$ cat src/rtl/enc16_4_scan_if.sv
// Request/handshake bundle for the 16-to-4 scanning priority encoder.
// The slave side is the encoder; the master side is the requester/consumer.
interface enc16_4_scan_if;
  logic       en;
  logic       load;
  logic       i0, i1, i2, i3, i4, i5, i6, i7;
  logic       i8, i9, i10, i11, i12, i13, i14, i15;
  logic       ready;
  logic       valid;
  logic       a, b, c, d;
  logic       none;
  logic       busy;
  logic [4:0] rem;

  modport slave (
    input  en, load, ready,
    input  i0, i1, i2, i3, i4, i5, i6, i7,
    input  i8, i9, i10, i11, i12, i13, i14, i15,
    output valid, a, b, c, d, none, busy, rem
  );

  modport master (
    output en, load, ready,
    output i0, i1, i2, i3, i4, i5, i6, i7,
    output i8, i9, i10, i11, i12, i13, i14, i15,
    input  valid, a, b, c, d, none, busy, rem
  );
endinterface

$ cat src/rtl/enc16_4_scan.sv
// Captures a 16-bit request vector and hands out its set indices lowest-first,
// one per accepted transfer. Every output comes straight from a register.
module enc16_4_scan (
  input  logic          clk,
  input  logic          rst,
  enc16_4_scan_if.slave bus
);

  typedef enum logic {IDLE, SCAN} state_t;

  state_t      state, state_nxt;
  logic [15:0] pend, pend_nxt, pend_clr, req;
  logic [4:0]  rem, rem_nxt;
  logic [3:0]  idx, idx_nxt;
  logic        valid, valid_nxt;
  logic        none, none_nxt;

  function automatic logic [4:0] popcount16(input logic [15:0] v);
    logic [4:0] cnt;
    cnt = 5'd0;
    for (int k = 0; k < 16; k++) cnt = cnt + {4'd0, v[k]};
    return cnt;
  endfunction

  // Scans downward so the last hit is the lowest set index.
  function automatic logic [3:0] lowest_set(input logic [15:0] v);
    logic [3:0] r;
    r = 4'd0;
    for (int k = 15; k >= 0; k--) if (v[k]) r = 4'(k);
    return r;
  endfunction

  assign req = {bus.i15, bus.i14, bus.i13, bus.i12, bus.i11, bus.i10, bus.i9, bus.i8,
                bus.i7,  bus.i6,  bus.i5,  bus.i4,  bus.i3,  bus.i2,  bus.i1, bus.i0};

  assign pend_clr = pend & ~(16'd1 << idx);

  always_comb begin
    state_nxt = state;
    pend_nxt  = pend;
    rem_nxt   = rem;
    idx_nxt   = idx;
    valid_nxt = valid;
    none_nxt  = 1'b0;
    if (!bus.en) begin
      valid_nxt = 1'b0;
    end else begin
      case (state)
        IDLE: begin
          valid_nxt = 1'b0;
          if (bus.load) begin
            pend_nxt = req;
            rem_nxt  = popcount16(req);
            if (req != 16'd0) begin
              state_nxt = SCAN;
              idx_nxt   = lowest_set(req);
              valid_nxt = 1'b1;
            end else begin
              none_nxt = 1'b1;
            end
          end
        end
        SCAN: begin
          // valid is re-armed here after an en=0 gap without consuming anything.
          valid_nxt = 1'b1;
          if (valid && bus.ready) begin
            pend_nxt = pend_clr;
            rem_nxt  = popcount16(pend_clr);
            if (pend_clr == 16'd0) begin
              state_nxt = IDLE;
              valid_nxt = 1'b0;
            end else begin
              idx_nxt = lowest_set(pend_clr);
            end
          end
        end
        default: begin
          state_nxt = IDLE;
          valid_nxt = 1'b0;
        end
      endcase
    end
  end

  always_ff @(posedge clk) begin
    if (rst) begin
      state <= IDLE;
      pend  <= 16'd0;
      rem   <= 5'd0;
      idx   <= 4'd0;
      valid <= 1'b0;
      none  <= 1'b0;
    end else begin
      state <= state_nxt;
      pend  <= pend_nxt;
      rem   <= rem_nxt;
      idx   <= idx_nxt;
      valid <= valid_nxt;
      none  <= none_nxt;
    end
  end

  assign bus.valid = valid;
  assign {bus.a, bus.b, bus.c, bus.d} = idx;
  assign bus.none  = none;
  assign bus.busy  = (state == SCAN);
  assign bus.rem   = rem;

endmodule
$ cat src/flat_wrapper.sv
// flat-port wrapper written by rule: the top's interface ports become plain ports
module enc16_4_scan_flat 
  (clk, rst, bus_en, bus_load, bus_ready, bus_i0, bus_i1, bus_i2, bus_i3, bus_i4, bus_i5, bus_i6, bus_i7, bus_i8, bus_i9, bus_i10, bus_i11, bus_i12, bus_i13, bus_i14, bus_i15, bus_valid, bus_a, bus_b, bus_c, bus_d, bus_none, bus_busy, bus_rem);
  enc16_4_scan_if bus_i ();
  input  logic clk;
  input  logic rst;
  input wire logic [$bits(bus_i.en)-1:0] bus_en;
  input wire logic [$bits(bus_i.load)-1:0] bus_load;
  input wire logic [$bits(bus_i.ready)-1:0] bus_ready;
  input wire logic [$bits(bus_i.i0)-1:0] bus_i0;
  input wire logic [$bits(bus_i.i1)-1:0] bus_i1;
  input wire logic [$bits(bus_i.i2)-1:0] bus_i2;
  input wire logic [$bits(bus_i.i3)-1:0] bus_i3;
  input wire logic [$bits(bus_i.i4)-1:0] bus_i4;
  input wire logic [$bits(bus_i.i5)-1:0] bus_i5;
  input wire logic [$bits(bus_i.i6)-1:0] bus_i6;
  input wire logic [$bits(bus_i.i7)-1:0] bus_i7;
  input wire logic [$bits(bus_i.i8)-1:0] bus_i8;
  input wire logic [$bits(bus_i.i9)-1:0] bus_i9;
  input wire logic [$bits(bus_i.i10)-1:0] bus_i10;
  input wire logic [$bits(bus_i.i11)-1:0] bus_i11;
  input wire logic [$bits(bus_i.i12)-1:0] bus_i12;
  input wire logic [$bits(bus_i.i13)-1:0] bus_i13;
  input wire logic [$bits(bus_i.i14)-1:0] bus_i14;
  input wire logic [$bits(bus_i.i15)-1:0] bus_i15;
  output wire logic [$bits(bus_i.valid)-1:0] bus_valid;
  output wire logic [$bits(bus_i.a)-1:0] bus_a;
  output wire logic [$bits(bus_i.b)-1:0] bus_b;
  output wire logic [$bits(bus_i.c)-1:0] bus_c;
  output wire logic [$bits(bus_i.d)-1:0] bus_d;
  output wire logic [$bits(bus_i.none)-1:0] bus_none;
  output wire logic [$bits(bus_i.busy)-1:0] bus_busy;
  output wire logic [$bits(bus_i.rem)-1:0] bus_rem;
  assign bus_i.en = bus_en;
  assign bus_i.load = bus_load;
  assign bus_i.ready = bus_ready;
  assign bus_i.i0 = bus_i0;
  assign bus_i.i1 = bus_i1;
  assign bus_i.i2 = bus_i2;
  assign bus_i.i3 = bus_i3;
  assign bus_i.i4 = bus_i4;
  assign bus_i.i5 = bus_i5;
  assign bus_i.i6 = bus_i6;
  assign bus_i.i7 = bus_i7;
  assign bus_i.i8 = bus_i8;
  assign bus_i.i9 = bus_i9;
  assign bus_i.i10 = bus_i10;
  assign bus_i.i11 = bus_i11;
  assign bus_i.i12 = bus_i12;
  assign bus_i.i13 = bus_i13;
  assign bus_i.i14 = bus_i14;
  assign bus_i.i15 = bus_i15;
  assign bus_valid = bus_i.valid;
  assign bus_a = bus_i.a;
  assign bus_b = bus_i.b;
  assign bus_c = bus_i.c;
  assign bus_d = bus_i.d;
  assign bus_none = bus_i.none;
  assign bus_busy = bus_i.busy;
  assign bus_rem = bus_i.rem;
  enc16_4_scan u_core (.clk(clk), .rst(rst), .bus(bus_i));
endmodule
$ cat config.mk
export PLATFORM = sky130hd
export DESIGN_NAME = enc16_4_scan_flat
export DESIGN_NICKNAME = d
export VERILOG_FILES = /design/src/rtl/enc16_4_scan_if.sv /design/src/rtl/enc16_4_scan.sv /design/src/flat_wrapper.sv
export SDC_FILE = /design/constraint.sdc
export NUM_CORES = 1
export LEC_CHECK = 0
export CAP_MARGIN = 40
export CORE_MARGIN = 3
export CORE_UTILIZATION = 42
export CTS_CLUSTER_SIZE = 8
export DETAILED_ROUTE_END_ITERATION = 16
export HOLD_SLACK_MARGIN = 0.15
export PLACE_DENSITY = 0.73
export SLEW_MARGIN = 20
export SYNTH_ARGS = -nofsm -noshare
export SYNTH_HDL_FRONTEND = slang
export SYNTH_SLANG_ARGS = --single-unit
$ cat constraint.sdc
create_clock -name clk -period 6.3 [get_ports clk]
set_input_delay 0.945 -clock clk [delete_from_list [all_inputs] [get_ports clk]]
set_output_delay 0.945 -clock clk [all_outputs]
set_load 0.01 [all_outputs]
After elaboration in Yosys (flattened, before gate mapping)
Index checks and enable logic that the tools add are counted.
Widths: inputs -> output; s select.
Storage, ports and cells
  bits in registers: 28
  bits of input ports: 21
  output and inout bits: 12
  logic and storage cells: 102
Cells by class
  add/sub/neg operators: 30
  eq/ne operators: 4
  shift-type cells: 1
  multiplexer cells: 49
  bitwise gates (word level): 5
  reduce and logical (&&, ||, !) cells: 7
Operators by type and width (number)
  $mux 4: 36
  $add 5x1->5: 28
  $mux 16: 2
  $pmux 16 s2: 1
  $and 16x16->16: 1
  $logic_not 16->1: 1
  $not 16->16: 1
  $reduce_bool 16->1: 1
  $shl 1x4->16 const A: 1
  $mux 5: 2
  $pmux 5 s2: 1
  $pmux 4 s2: 1
  $ne 2x2->1 const B: 3
  $mux 1: 5
  $reduce_and 5->1: 1
  $add 1x1->2: 2
  $reduce_or 4->1: 1
  $not 1->1: 3
  $reduce_and 3->1: 1
  $ne 2x1->1 const B: 1
  $pmux 1 s2: 1
  $reduce_or 2->1: 1
  $logic_and 1x1->1: 1

Depth between registers and ports, before layout
Gate-level depths: netlist (run 1).
  depth in word-level cells: 22
  mapped depth: 20
  depth with buffers taken out: 18

Least setup slack after synthesis (run 1)
OpenSTA, ideal clock, no wires.
  kind: register to register
  from: register u_core.idx[0]
  to: register u_core.rem[2] (netlist: u_core.bus.rem[2])
  setup time: 86 ps
  arrival: 4572 ps
  required time: 6214 ps
  slack: 1643 ps
  cell stages (with the launch flop): 20
  path buffers: 2
  clock period less this slack: 4657 ps
  path through: dfxtp_1 > buf_6 > clkbuf_1 > nor2b_1 > a21boi_1 > inv_1 > ha_1 > inv_1 > fa_1 > fa_1 > fa_1 > fa_1 > inv_1 > fa_1 > inv_1 > fa_1 > nor2b_1 > o21ai_0 > o21ai_0 > a211oi_1
On the way
  cells in the longest elaborated chain, start to end: 20
Ends and longest elaborated chain
  from (decl): RTL line enc16_4_scan.sv:14  | logic [3:0] idx, idx_nxt;
  from (signal assigned): RTL line enc16_4_scan.sv:97  | idx <= idx_nxt;
  $shl 1x4->16 (*): RTL line enc16_4_scan.sv:36  | assign pend_clr = pend & ~(16'd1 << idx);
  $not 16->16 (*): RTL line enc16_4_scan.sv:36
  $and 16x16->16 (*): RTL line enc16_4_scan.sv:36
  $add 1x1->2: RTL line enc16_4_scan.sv:21  | for (int k = 0; k < 16; k++) cnt = cnt + {4'd0, v[k]};
  $add 5x1->5 (13 in series): RTL line enc16_4_scan.sv:21
  $add 5x1->5 (*): RTL line enc16_4_scan.sv:21
  $mux 5 (*): RTL line enc16_4_scan.sv:66  | if (valid && bus.ready) begin
  $pmux 5 s2 (*): RTL line enc16_4_scan.sv:48  | case (state)
  to (signal assigned): RTL line enc16_4_scan.sv:96  | rem <= rem_nxt;
  to (decl): RTL line enc16_4_scan.sv:13  | logic [4:0] rem, rem_nxt;
Every way passes the cells marked *; elsewhere a longest branch is shown, timed or not. The select of a mux whose other input is x is not followed.
A chain may end at the register's enable or synchronous reset.

Worst setup path in the final report (run 1)
  from: register u_core.idx[1]
  to: register u_core.rem[2] (netlist: u_core.bus.rem[2])
Same word-level chain as after synthesis.

==> results by stage, run 1 <==
Run status:
- The run finished with clean final reports.

Clocking:
- TritonCTS built the clock tree.
- The number of setup buffers added after CTS is 0.
- The clock slew seen by the registers of the worst setup and hold paths is around 0.11 ns.
- The maximum root-to-sink buffer count is 2.
- In this run the clock root is driven by a sky130_fd_sc_hd__clkbuf_8.
- The clock reaches the later pin of the worst-skew pair after 0.29 ns.
- Clock tree synthesis found a total of 28 sinks.
- After clock tree synthesis, the flow added hold-fix buffers numbering 0.
- The total clock buffers created by CTS is 3.
- Post-CTS repair changed the size of 0 cells.
- The H-tree depth is 1.

Setup path:
- The endpoint arrival time on the critical path is between 5 and 6 ns.
- The worst setup path startpoint is u_core.idx[1].
- The worst register-to-register path ends at u_core.bus.rem[2].
- The critical path ends at u_core.bus.rem[2].
- The startpoint identified for the worst register-to-register timing path is u_core.idx[1].
- For the worst flop-to-flop path, the logic depth is 17.
- The largest driver fanout on the critical path is 15.
- For the worst setup path, the data required time is between 6 and 7 ns.
- The worst setup path is launched from a flop.
- The nature of the critical path endpoint is a flop.
- The critical path is of the reg -> reg type.
- The slack of the worst reg-to-reg path is roughly 1.1 ns.

Detailed routing:
- The post-route antenna net violation count is 0.
- After detailed routing, the number of vias per cell comes to 5.89.
- The wire length reported by the detailed router is ~7400 µm.
- The total vias in the final route is 2544.
- In the routed design, unresolved DRC markers number 0.
- In this run, the number of DRC markers left after iteration 0 of detailed routing was about 230.
- The wire length per cell is 17.0 µm.
- The detailed-routing iteration count for the pre-antenna-repair pass is 4.

Synth:
- During synthesis, Yosys emitted a total of 0 warnings.
- The number of nets in the synthesized netlist is 387.
- The top flip-flop cell by instance count after synthesis is sky130_fd_sc_hd__dfxtp_1.
- The cell area after technology mapping is 0.00277 mm².
- The fraction of registers with async set/reset is 0.
- The flip-flop and latch count after synthesis is 28.
- For this run, the register share of the synthesized area comes to 0.202.
- The synthesized instance count is 332.
- A synthesized cell averages approximately 8.3 µm².
- Counting flops with a built-in enable in the synthesized netlist gives 0.
- The number of different library cells used by synthesis comes to just over 50.

Placement:
- During placement, the flow inserted port buffers numbering 32.
- The HPWL reported at the end of detailed placement is between 5000 and 6000 µm.
- The final weighted congestion in routability-driven placement is about 0.96.
- Once placement finished, the instance area stood at 0.00315 mm².
- Before CTS, the worst setup slack after placement is around 1.1 ns.
- Including well taps, the total number of placed cells is 428.

Layout:
- At the end of the flow, the number of nets in the layout was a little over 400.
- The finished layout holds 432 standard cells, fillers aside.
- The finished cells cover 0.00322 mm².
- The count of filler cells inserted in the layout is between 500 and 600.
- In the final layout, the share of cells above drive strength 1 is 0.0700.
- The multi-input gate area in the final layout is 0.00197 mm².
- The total area of sequential cells is about 560 µm².
- 0 antenna diodes ended up in the layout.
- From synthesis to final layout, the design area changed by 16.4%.

Power:
- The power per unit of standard cell area is 226 mW/mm².
- The worst IR drop on VDD is 0.154 mV.
- Summed over all cells, the static leakage comes to 0.00130 µW.

Floorplanning:
- The count of standard-cell rows is 28.
- The effective utilization at floorplan is 0.449.
- The die is 87.2 µm wide.
- The placeable core region is about 0.0062 mm².
- Pin placement for this block handled 33 I/O pins.
- The die area is about 0.0076 mm².
- The die height is 87.2 µm.

Global route:
- The combined global-route utilization of all metal layers is 0.210.
- The first global-routing pass estimated 12600 µm of wire.
- The number of antenna violations at the first check in global routing is 0.
- Entering global routing, the biggest net connects 42 pins.
- After global routing the overflow that remains totals 0.
- The number of global-route vias before repair is 2542.

Worst hold path:
- The class of the most critical hold timing path is reg -> reg.

Timing:
- The portion of the clock cycle consumed by the worst path in the final layout is 0.822.
- The fmax is 193 MHz.
- The number of endpoints with negative hold slack in the final report was 0.
- Headroom to the max-slew limit came out at 0.588.
- Across the routed clock network, the largest skew measured is 0.00487 ns.
- The post-layout minimum cycle time is 5.18 ns.
- The slew at the pin closest to its max-slew limit is 0.611 ns.
- Across all setup checks in the final design, the least slack found is between 1 and 1.5 ns.
- The setup violation total in the final timing report is 0.
- Setup repair after global routing left no endpoint under its margin.
- The number of pins with negative max-slew slack in the final report was 0.
- Setup total negative slack on the finished layout was measured at 0 ns.

Job:
- Across the run, the number of max-cap violations was 0.
-- registers in the layout (all words and copies together) (netlist names) --
name and flops:
u_core.bus.busy 1, u_core.bus.none 1, u_core.bus.rem 5, u_core.bus.valid 1, u_core.idx 4, u_core.pend 16
-- worst min path at each step --
stage,start,end,slack (ns),cells past startpoint
finish,u_core.bus.rem[2],u_core.bus.rem[2],0.51,2
global route,u_core.bus.rem[0],u_core.bus.rem[0],0.56,2
CTS,u_core.bus.rem[2],u_core.bus.rem[2],0.51,2
detailed placement,u_core.bus.rem[2],u_core.bus.rem[2],0.49,2
global placement,u_core.bus.rem[2],u_core.bus.rem[2],0.49,2
floorplan,u_core.pend[0],u_core.pend[0],0.47,2
-- cell families after synthesis --
| logic type | Yosys count | share of synthesized area |
|---|---|---|
| adders and majority gates | 34 | 0.208 |
| DFF | 28 | 0.202 |
| and+or+nand+nor | 97 | 0.176 |
| buffers and inverters | 62 | 0.0885 |
| xor gates and xnor gates | 3 | 0.00949 |
| AOI/OAI and AO/OA | 84 | 0.224 |
| muxes | 24 | 0.0926 |
-- worst max-delay path, stage by stage (launching register included) --
cell	delay [ns]
sky130_fd_sc_hd__dfxtp_1	0.70
sky130_fd_sc_hd__nor2_2	0.15
sky130_fd_sc_hd__a21boi_1	0.46
sky130_fd_sc_hd__inv_1	0.11
sky130_fd_sc_hd__ha_1	0.32
sky130_fd_sc_hd__inv_1	0.08
sky130_fd_sc_hd__fa_1	0.44
sky130_fd_sc_hd__fa_1	0.49
sky130_fd_sc_hd__fa_1	0.55
sky130_fd_sc_hd__fa_1	0.41
sky130_fd_sc_hd__inv_1	0.08
sky130_fd_sc_hd__fa_1	0.19
sky130_fd_sc_hd__inv_1	0.06
sky130_fd_sc_hd__fa_1	0.37
sky130_fd_sc_hd__nor2b_1	0.14
sky130_fd_sc_hd__o21ai_0	0.20
sky130_fd_sc_hd__o21ai_0	0.12
sky130_fd_sc_hd__a211oi_1	0.23
-- layout make-up --
cell class | instances | share of cell area
Multi-Input combinational cell | 242 | 0.610
Sequential cell | 28 | 0.174
Timing Repair Buffer | 37 | 0.111
Inverter | 46 | 0.0536
Tap cell | 75 | 0.0291
Clock buffer | 3 | 0.0128
Clock inverter | 1 | 0.00931
-- Yosys cell counts, drive strengths merged (5+ instances only) --
library cell	n	area share
a211oi	19	0.051
a21oi	13	0.023
a311oi	7	0.031
buf	6	0.013
clkbuf	10	0.014
dfxtp	28	0.20
fa	20	0.14
ha	14	0.063
inv	46	0.062
mux2	7	0.031
mux2i	17	0.061
nand2	16	0.022
nand2b	9	0.020
nor2	36	0.055
nor2b	7	0.016
nor3	10	0.018
nor4	5	0.011
o21ai	11	0.020
o31a	5	0.016
-- metal layers --
metal  vias up  part of all wire  global-route usage
met5         -                 0                   0
met4         0             0.016              0.0586
met3        12             0.065              0.0388
met2        94              0.46               0.329
met1      1222              0.46               0.296
li1       1216                 -                   -
-- through the flow --
step	util	hold slack, ns	power, µW
2_1_floorplan	-	0.474	475
3_3_place_gp	0.511	0.490	561
3_5_place_dp	0.511	0.492	580
4_1_cts	0.523	0.507	733
5_1_grt	0.523	0.555	801
6_report	0.523	0.506	728
-- placed cells by master (no fill, tap or decap), drive strengths merged, types with 3 or more instances in the layout --
cell,n
inv,46
nor2,36
clkdlybuf4s50,32
dfxtp,28
fa,20
a211oi,19
mux2i,17
nand2,16
ha,14
a21oi,13
o21ai,11
nor3,10
nand2b,9
nor2b,7
mux2,7
a311oi,7
o31a,5
nor4,5
buf,5
nand3,4
a21o,4
a31oi,4
o211ai,4
o31ai,3
o32a,3
clkbuf,3
a21boi,3
-- report_power, final --
part / total [µW] / leakage [µW] / internal, µW / switching [µW]
logic: 369 / 0.00103 / 170 / 199
registers: 206 / 0.000230 / 192 / 14.7
clock network: 152 / 0.0000357 / 85.3 / 66.4
total: 728 / 0.00130 / 447 / 280
No activity file was read; power rests on OpenSTA's default activity.
==> run 2, diff against run 1 <==
==> constraint.sdc (replaced) <==
create_clock -name clk -period 5.4 [get_ports clk]
set_input_delay 0.81 -clock clk [delete_from_list [all_inputs] [get_ports clk]]
set_output_delay 0.81 -clock clk [all_outputs]
set_load 0.01 [all_outputs]
==> run 2 against run 1 <==
- wire length fell by 5.4%
- clock skew increased by 0.0048 ns
- critical path type is now in -> reg
- non-clock buffer count rose by 3
- largest cell class unchanged
- register-to-register slack got worse by 0.38 ns
==> results by stage, run 2 (synthesis gave the netlist of run 1 again) <==
Timing:
- The worst path needs 4.74 ns of the cycle, external delays included.
- The worst-case clock skew is 0.00970 ns (+0.00482 ns).
- In the finished design, the share of the clock period the worst path needs comes to 0.878.
- The fmax is 211 MHz.
- The smallest setup slack after layout is 0.659 ns (-0.461 ns).
- The setup TNS is 0 ns (unchanged).
- The slew at the pin closest to its max-slew limit is 0.697 ns (+0.0858 ns).
- Setup repair after global routing left no endpoint under its margin.
- The remaining max-slew budget at the tightest pin is 0.535 (-0.0536).
- The number of endpoints with negative hold slack in the final report is 0 (unchanged).
- The setup violation total in the final timing report is 0 (unchanged).
- The number of pins with negative max-slew slack in the final report is 0 (unchanged).

Global route:
- The number of antenna violations at the first check in global routing is 0 (unchanged).
- The total overflow reported by the global router is 0 (unchanged).
- The first-pass GRT wire length is 11800 µm (-6.6%).
- The number of global-route vias before repair was 2400 (-5.6%).
- The combined global-route utilization of all metal layers was 0.198 (-0.0120).
- The maximum number of pins on one net before global-route repair is 42 (unchanged).

Clocking:
- The H-tree depth is 1 (unchanged).
- The total clock buffers created by CTS is 3 (unchanged).
- The number of setup buffers added after CTS was 0 (unchanged).
- CTS placed an instance of sky130_fd_sc_hd__clkbuf_8 at the clock tree root.
- The post-cts repair resize count is 0 (unchanged).
- The clock insertion delay at the later pin of the skew report is 0.29 ns (about the same).
- The total of hold buffers inserted after clock tree synthesis was 0 (unchanged).
- The maximum root-to-sink buffer count is 2 (unchanged).
- The clock tree from TritonCTS is done.
- The number of clock sinks is 28 (unchanged).
- The clock slew seen by the registers of the worst setup and hold paths came to 0.10 ns (about the same).

Power:
- The net load switching power is 318 µW (+13%).
- The clock network fraction of design power is 0.171 (-0.038).
- The share of power burned in registers came to 0.300 (+0.016).
- The static leakage is 0.00131 µW (+0.90%).
- The power per unit of standard cell area was 249 mW/mm² (+10%).
- The worst IR drop on VDD was 0.193 mV (+26%).
- The switching power as a share of total power came to 0.394 (+0.00878).
- The cell-internal power is 489 µW (+9.3%).
- The combinational share of power is 0.528 (+0.020).

Detailed routing:
- The total routed wire length on the met1 layer was 3230 µm (-4.7%).
- The total DRC errors in the routed layout is 0 (unchanged).
- The amount of wire on met2 after detailed routing is 3230 µm (-4.3%).
- The total vias in the final route is 2502 (-1.7%).
- The detailed-routing iteration count for the pre-antenna-repair pass is 5 (+1).
- The via density per instance is 5.75 (-2.3%).
- The top layer reached by signal wires is met4.
- The violation count after the first detailed-routing iteration was 214 (-6.6%).
- The wire length reported by the detailed router is 6960 µm (-5.4%).
- The total length of routed met3 wires is 406 µm (-15%).
- The wire length per cell was 16.0 µm (-6.0%).
- The post-route antenna net violation count is 0 (unchanged).

Layout:
- The fraction of final layout cells sized beyond drive strength 1 was 0.0778 (+0.00775).
- The most common cell after layout, fill and taps aside is sky130_fd_sc_hd__inv_1.
- The final-stage net count is 416 (+0.73%).
- The number of diodes is 0 (unchanged).
- u_core.pend holds more flip-flops than any other register.
- The area growth from synthesis to layout is 16.9%.
- The final standard cell area without fillers is 0.00324 mm² (+0.43%).
- The final non-filler cell total is 435 (+0.69%).
- The largest registers in the layout are u_core.pend: 16 flops, u_core.bus.rem: 5 flops, u_core.idx: 4 flops.
- In the layout the commonest cells are sky130_fd_sc_hd__inv_1 (46), sky130_fd_sc_hd__nor2_1 (33), sky130_fd_sc_hd__clkdlybuf4s50_1 (32).
- The flip-flop count of the largest register after layout is 16 (unchanged).

Setup path:
- The launching element type of the critical path is a primary input.
- The worst endpoint required time came to 5.60 ns (-0.91 ns).
- The slack of the worst reg-to-reg path is 0.74 ns (-0.38 ns).
- The critical path in this run is classified as in -> reg.
- The worst setup path is captured at a flop.
- The largest driver fanout on the critical path is 6 (-9).
- The endpoint arrival time on the critical path is 4.94 ns (-0.45 ns).

Floorplanning:
- The die area is 0.00761 mm² (unchanged).
- The placeable core region is 0.00617 mm² (unchanged).
- The die height is 87.2 µm (unchanged).
- The count of standard-cell rows is 28 (unchanged).
- The width of the die is 87.2 µm (unchanged).
- The effective utilization at floorplan was 0.449 (unchanged).
- The I/O pin count was 33 (unchanged).

Placement:
- The final weighted congestion in routability-driven placement is 0.957 (-0.46%).
- The number of placed instances with taps included is 431 (+0.70%).
- The count of input and output buffers is 32 (unchanged).
- The placed instance area came to 0.00318 mm² (+0.95%).
- The worst-case setup slack after placement is 0.345 ns (-0.710 ns).
- The HPWL reported at the end of detailed placement is 5710 µm (about the same).

Worst hold path:
- The path class of the tightest hold or removal check is reg -> reg.

Run status:
- The run finished with clean final reports.

Job:
- The max-cap check violation count was 0 (unchanged).
[run 2: power by group through the flow]
stage          Sequential (µW)  Clock (µW)  Combinational, µW
2_1_floorplan              244           0                310
3_3_place_gp               246           0                410
3_5_place_dp               247           0                426
4_1_cts                    242         140                430
5_1_grt                    245         148                495
6_report                   242         138                426
[run 2: layout make-up]
class	count	area (µm²)
clock buffer	4	55.1
multi-input combinational	242	1970
sequential	28	561
inverter	46	173
fill	590	2930
tap	75	93.8
timing repair buffer	40	388
[run 2: stage by stage]
stage               hold slack [ns]  power [µW]   util
floorplan                     0.474         554      -
global placement              0.491         657  0.514
detailed placement            0.492         673  0.516
CTS                           0.506         813  0.525
global route                  0.557         888  0.525
finish                        0.500         807  0.525
[run 2: final timing paths]
kind,from,to,depth (start not counted)
setup / recovery,bus_i0,u_core.bus.rem[3],16
setup reg to reg,u_core.idx[1],u_core.bus.rem[2],17
hold reg to reg,u_core.bus.rem[2],u_core.bus.rem[2],2
hold / removal,u_core.bus.rem[2],u_core.bus.rem[2],2
[run 2: critical path, stage by stage]
cell and delay, ns:
sky130_fd_sc_hd__clkdlybuf4s50_1 0.57, sky130_fd_sc_hd__inv_1 0.07, sky130_fd_sc_hd__ha_1 0.26, sky130_fd_sc_hd__inv_1 0.08
sky130_fd_sc_hd__fa_1 0.43, sky130_fd_sc_hd__fa_1 0.55, sky130_fd_sc_hd__fa_1 0.43, sky130_fd_sc_hd__fa_1 0.49
sky130_fd_sc_hd__inv_1 0.05, sky130_fd_sc_hd__fa_1 0.37, sky130_fd_sc_hd__a21o_1 0.19, sky130_fd_sc_hd__a21oi_1 0.17
sky130_fd_sc_hd__xor2_1 0.08, sky130_fd_sc_hd__nor2_1 0.09, sky130_fd_sc_hd__a21oi_1 0.04, sky130_fd_sc_hd__a211oi_1 0.25
[run 2: metal layers]
| metal | GRT usage | vias to the layer above |
|---|---|---|
| li1 | - | 1224 |
| met1 | 0.288 | 1202 |
| met2 | 0.310 | 68 |
| met3 | 0.0218 | 8 |
| met4 | 0.0572 | 0 |
| met5 | 0 | - |
